==> config.mk <==
export PLATFORM = sky130hd
export DESIGN_NAME = regfile_write_sched
export DESIGN_NICKNAME = d
export VERILOG_FILES = /design/src/rtl/regfile_write_sched.sv
export SDC_FILE = /design/constraint.sdc
export NUM_CORES = 1
export LEC_CHECK = 0
export BUFFER_PORTS_ARGS = -buffer_cell sky130_fd_sc_hd__buf_4
export CORE_MARGIN = 1
export CORE_UTILIZATION = 30
export DETAILED_ROUTE_END_ITERATION = 6
export GPL_TIMING_DRIVEN = 1
export HOLD_SLACK_MARGIN = 0.02
export PLACE_DENSITY = 0.62
export SLEW_MARGIN = 40
export SYNTH_ARGS = -nofsm -noshare
export SYNTH_HDL_FRONTEND = slang
export SYNTH_SLANG_ARGS = --single-unit
==> constraint.sdc <==
create_clock -name clock -period 4.25 [get_ports clock]
set_input_delay 0.425 -clock clock [delete_from_list [all_inputs] [get_ports clock]]
set_output_delay 0.425 -clock clock [all_outputs]
set_load 0.05 [all_outputs]
==> src/rtl/regfile_write_sched.sv <==
// Write-port scheduler for the register file: shares the single write port
// round-robin among NREQ requesters and sequences a full clear after reset or on request.
module regfile_write_sched #(
  parameter int NREQ  = 3,
  parameter int Nloc  = 32,
  parameter int Dbits = 32,
  parameter int AW    = $clog2(Nloc)
) (
  input  logic                  clock,
  input  logic                  resetn,
  input  logic                  clear,
  input  logic [NREQ-1:0]       req_valid,
  input  logic [NREQ*AW-1:0]    req_addr,
  input  logic [NREQ*Dbits-1:0] req_data,
  output logic [NREQ-1:0]       req_ready,
  output logic                  rf_wr,
  output logic [AW-1:0]         rf_waddr,
  output logic [Dbits-1:0]      rf_wdata,
  output logic                  busy,
  output logic                  init_done
);

  localparam int PW = (NREQ > 1) ? $clog2(NREQ) : 1;

  // Handshake: a requester transfers in any cycle where req_valid[i] & req_ready[i];
  // req_ready may follow req_valid combinationally, never the other way round.
  typedef enum logic {S_CLEAR = 1'b0, S_RUN = 1'b1} state_t;

  state_t            r_state;
  state_t            w_next_state;
  logic [AW-1:0]     r_clr_cnt;
  logic [PW-1:0]     r_rr_ptr;
  logic              w_any;
  logic [PW-1:0]     w_gnt_idx;
  logic [PW:0]       w_idx;
  logic              w_xfer;
  logic              w_clr_last;
  logic [AW-1:0]     w_gnt_addr;
  logic [Dbits-1:0]  w_gnt_data;

  assign w_clr_last = (r_clr_cnt == AW'(Nloc - 1));

  // Rotating priority search starting just after the last granted requester.
  always_comb begin
    w_any     = 1'b0;
    w_gnt_idx = '0;
    w_idx     = '0;
    for (int k = 1; k <= NREQ; k++) begin
      w_idx = {1'b0, r_rr_ptr} + (PW+1)'(k);
      if (w_idx >= (PW+1)'(NREQ)) w_idx = w_idx - (PW+1)'(NREQ);
      if (!w_any && req_valid[w_idx[PW-1:0]]) begin
        w_any     = 1'b1;
        w_gnt_idx = w_idx[PW-1:0];
      end
    end
  end

  always_comb begin
    w_gnt_addr = '0;
    w_gnt_data = '0;
    for (int i = 0; i < NREQ; i++) begin
      if (w_gnt_idx == PW'(i)) begin
        w_gnt_addr = req_addr[i*AW +: AW];
        w_gnt_data = req_data[i*Dbits +: Dbits];
      end
    end
  end

  always_ff @(posedge clock or negedge resetn) begin
    if (!resetn) r_state <= S_CLEAR;
    else         r_state <= w_next_state;
  end

  always_comb begin
    w_next_state = r_state;
    case (r_state)
      S_CLEAR: if (w_clr_last) w_next_state = S_RUN;
      S_RUN:   if (clear)      w_next_state = S_CLEAR;
      default: w_next_state = S_CLEAR;
    endcase
  end

  always_comb begin
    w_xfer    = (r_state == S_RUN) && !clear && w_any;
    req_ready = '0;
    if (w_xfer) req_ready[w_gnt_idx] = 1'b1;
    busy = (r_state == S_CLEAR);
  end

  // Register-file drive, clear counter and round-robin pointer.
  always_ff @(posedge clock or negedge resetn) begin
    if (!resetn) begin
      r_clr_cnt <= '0;
      r_rr_ptr  <= PW'(NREQ - 1);
      rf_wr     <= 1'b0;
      rf_waddr  <= '0;
      rf_wdata  <= '0;
      init_done <= 1'b0;
    end else if (r_state == S_CLEAR) begin
      rf_wr    <= 1'b1;
      rf_waddr <= r_clr_cnt;
      rf_wdata <= '0;
      if (w_clr_last) begin
        r_clr_cnt <= '0;
        init_done <= 1'b1;
      end else begin
        r_clr_cnt <= r_clr_cnt + 1'b1;
      end
    end else if (clear) begin
      rf_wr     <= 1'b0;
      r_clr_cnt <= '0;
      init_done <= 1'b0;
    end else if (w_xfer) begin
      rf_wr    <= (w_gnt_addr != '0);
      rf_waddr <= w_gnt_addr;
      rf_wdata <= w_gnt_data;
      r_rr_ptr <= w_gnt_idx;
    end else begin
      rf_wr <= 1'b0;
    end
  end

endmodule

==> flow_summary.yaml <==
grt:
  gr-total-overflow: 0
  grtUsageMet1_pct: 22.2
  grt.busiest_layer: "met2"
  grt_max_degree: 53
  grt_pass1_wl_mm: 13.4
  grtUsageTotal_pct: 16.7
  grt_pass1_vias: 2706
  antenna_found_initial: 0
  use_met3_pct: 3.48
  use_met2_pct: 27.9
floorplan:
  die_y_um: 100
  io-pin-count: 160
  die_width_um: 100
  die_area_mm2: 0.0101
  core-area_mm2: 0.00928
  start_util_pct: 31.2
  rows: 35
synth:
  synth_top_area_share_pct: 39.7
  netlist_area_mm2: 0.00290
  synthDistinctLibCells: 44
  yosysMostFrequentCell: "dfrtp_1"
  synthTopCellsByArea: "dfrtp_1, mux2i_1, a31o_2, a211oi_1, nor2_1"
  synth_seq_cells: 47
  synthCells: 298
  yosysSeqAreaShare_pct: 40.6
  synth_nets: 420
  synth_commonest_cells: "dfrtp_1, nor2_1, mux2i_1"
  syn_avg_cell_area_um2: 9.73
  yosysTopAreaCell: "dfrtp_1"
  synth_top_flop_cell: "dfrtp_1"
  synth-edff-count: 0
  ys_async_sr_fraction_pct: 100
  synth_warnings: 0
detailed_routing:
  post-route-drc-count: 0
  route.final.wire_length_mm: 8.53
  dr.pass1.iters: 4
  antenna_left: 0
  first_iter_violations: 112
  viasPerCell: 4.90
  via_count: 2811
  wl_per_cell_um: 14.9
worst_setup_path:
  arrival_ns: 2.80
  critical_path_class: "reg2out"
  critical_path.max_stage_delay_ns: 0.47
  end_kind: "output pin"
  cp_max_fo: 11
  cp-start-kind: "flop"
  crit_top_cell: "buf_4"
  cp.required_ns: 3.83
  path_cells: "inv_1 > ha_1 > a21boi_1 > and4b_1 > o31ai_4 > buf_4 > and3b_1 > buf_4"
  slowest_stage: "dfrtp_1"
min_path:
  hold_class: "in2async"
clocking:
  cts_buffer_depth: 2
  clk_latency_ns: 0.30
  cts_setup_buffers: 0
  clk_pin_slew_worst_paths_ns: 0.09
  cts_tree: "built"
  numCtsBuffers: 5
  cts_hold_buffers: 0
  cts.sinks: 47
  cts_max_level: 2
  cts_resized: 0
  cts_root_buffer: "clkbuf_8"
finish:
  area_growth_pct: 48.8
  ff_latch_area_mm2: 0.00118
  drive_above_1_share_pct: 47.2
  fin_nets: 566
  fin_util_pct: 46.5
  fillCellCount: 916
  multi_input_area_mm2: 0.00157
  num_antenna_cells: 0
sta:
  worst_clock_skew_ns: 0.00555
  rsz0062_at_grt: "no"
  hold_viol_final: 0
  setup_violations: 0
  finalCritPeriodShare_pct: 75.8
  max_freq_ghz: 0.310
  tns_ns: 0
  slew_violations: 0
  worstMarginPinSlew_ns: 0.612
  fin_crit_ns: 3.22
  maxSlewHeadroom_pct: 59.2
place:
  globalplace.congestion: 0.756
  numPortBuffers: 159
  place_hpwl_mm: 6.31
run_status:
  status: "finished, final reports clean"
power:
  ir_drop_uv: 227
  cellPowerDensity_mw_per_mm2: 556
  cellLeakagePower_nw: 2.28
run:
  max_cap_viol_count: 0
-- per-stage QoR --
step                      worst slack, ns  std cells  hold slack [ns]  power (mW)  cell area [um^2]
after CTS                           0.999        573            0.152        2.42              4310
after detailed placement             1.19        565            0.487        2.07              4190
after floorplan                      1.33        298            0.129        1.68              2900
after global routing                0.837        574            0.176        2.56              4320
after global placement               1.13        564            0.477        2.05              4180
final                                1.03        574            0.128        2.40              4320
-- worst paths after layout --
| kind | endpoint | slack (ns) | cells after the start | startpoint |
|---|---|---|---|---|
| min | r_state | 0.13 | 1 | resetn |
| max reg2reg | rf_wdata[19] | 1.38 | 10 | r_rr_ptr[0] |
| max in group asynchronous | r_state | 3.67 | 1 | resetn |
| min in group clock | r_state | 0.35 | 2 | clear |
| min reg2reg | rf_wdata[20] | 0.52 | 1 | rf_wdata[20] |
| max | req_ready[0] | 1.03 | 8 | r_rr_ptr[0] |
-- where the power goes --
group	switching (mW)	internal, mW	total, mW
Combinational	0.839	0.545	1.38
Clock	0.157	0.175	0.333
Sequential	0.117	0.566	0.682
-- layout by cell type, fill, tap and decap left out, types with 2 or more instances in the layout --
| cell type | n |
|---|---|
| nor2_1 | 42 |
| ha_1 | 5 |
| nand2_1 | 14 |
| dfrtp_1 | 45 |
| o22ai_1 | 2 |
| nor4b_1 | 2 |
| nor2b_1 | 2 |
| a211oi_1 | 28 |
| nand3_1 | 5 |
| o21bai_1 | 2 |
| a21oi_1 | 4 |
| and3_1 | 2 |
| a31o_2 | 29 |
| o21ai_0 | 12 |
| a21boi_1 | 2 |
| mux2_2 | 2 |
| a31oi_1 | 3 |
| inv_1 | 6 |
| buf_4 | 165 |
| mux2i_1 | 40 |
| a211o_1 | 3 |
| clkbuf_8 | 5 |
| o2bb2ai_1 | 2 |
-- flip-flops by register name, summed over array words and instances (netlist names) --
signal     cells
init_done      1
rf_wr          1
r_rr_ptr       2
rf_wdata      32
r_clr_cnt      5
r_state        1
rf_waddr       5
-- cells by family after synthesis --
| group | after synthesis | share of synthesized area (%) |
|---|---|---|
| AOI/OAI and AO/OA | 92 | 23.9 |
| xor gates and xnor gates | 2 | 0.604 |
| adders and majority gates | 5 | 2.16 |
| buffers and inverters | 34 | 6.25 |
| DFF | 47 | 40.6 |
| muxes | 42 | 14.6 |
| and+or+nand+nor | 76 | 11.9 |
-- layout make-up --
cell class | count | area share, %
Timing Repair Buffer | 167 | 29.4
Clock buffer | 5 | 1.59
Multi-Input combinational cell | 217 | 36.3
Sequential cell | 47 | 27.4
Clock inverter | 3 | 1.01
Inverter | 6 | 0.522
Tap cell | 129 | 3.74
-- metal layers --
layer  part of all wire, %  wire length (um)
met5                     0                 0
met4                   1.2               103
met3                   8.0               678
met2                    47              3980
met1                    44              3760
-- worst max-delay path, delay by kind of cell (launching register included) --
family                   cells  cell delay, ns
AO/OA/AOI/OAI                2            0.61
adder cells (fa/ha/maj)      1            0.37
buffers and inverters        3            0.61
flip-flops                   1            0.47
AND/OR/NAND/NOR              2            0.43
Note: power is estimated with default switching activity, not from simulation.
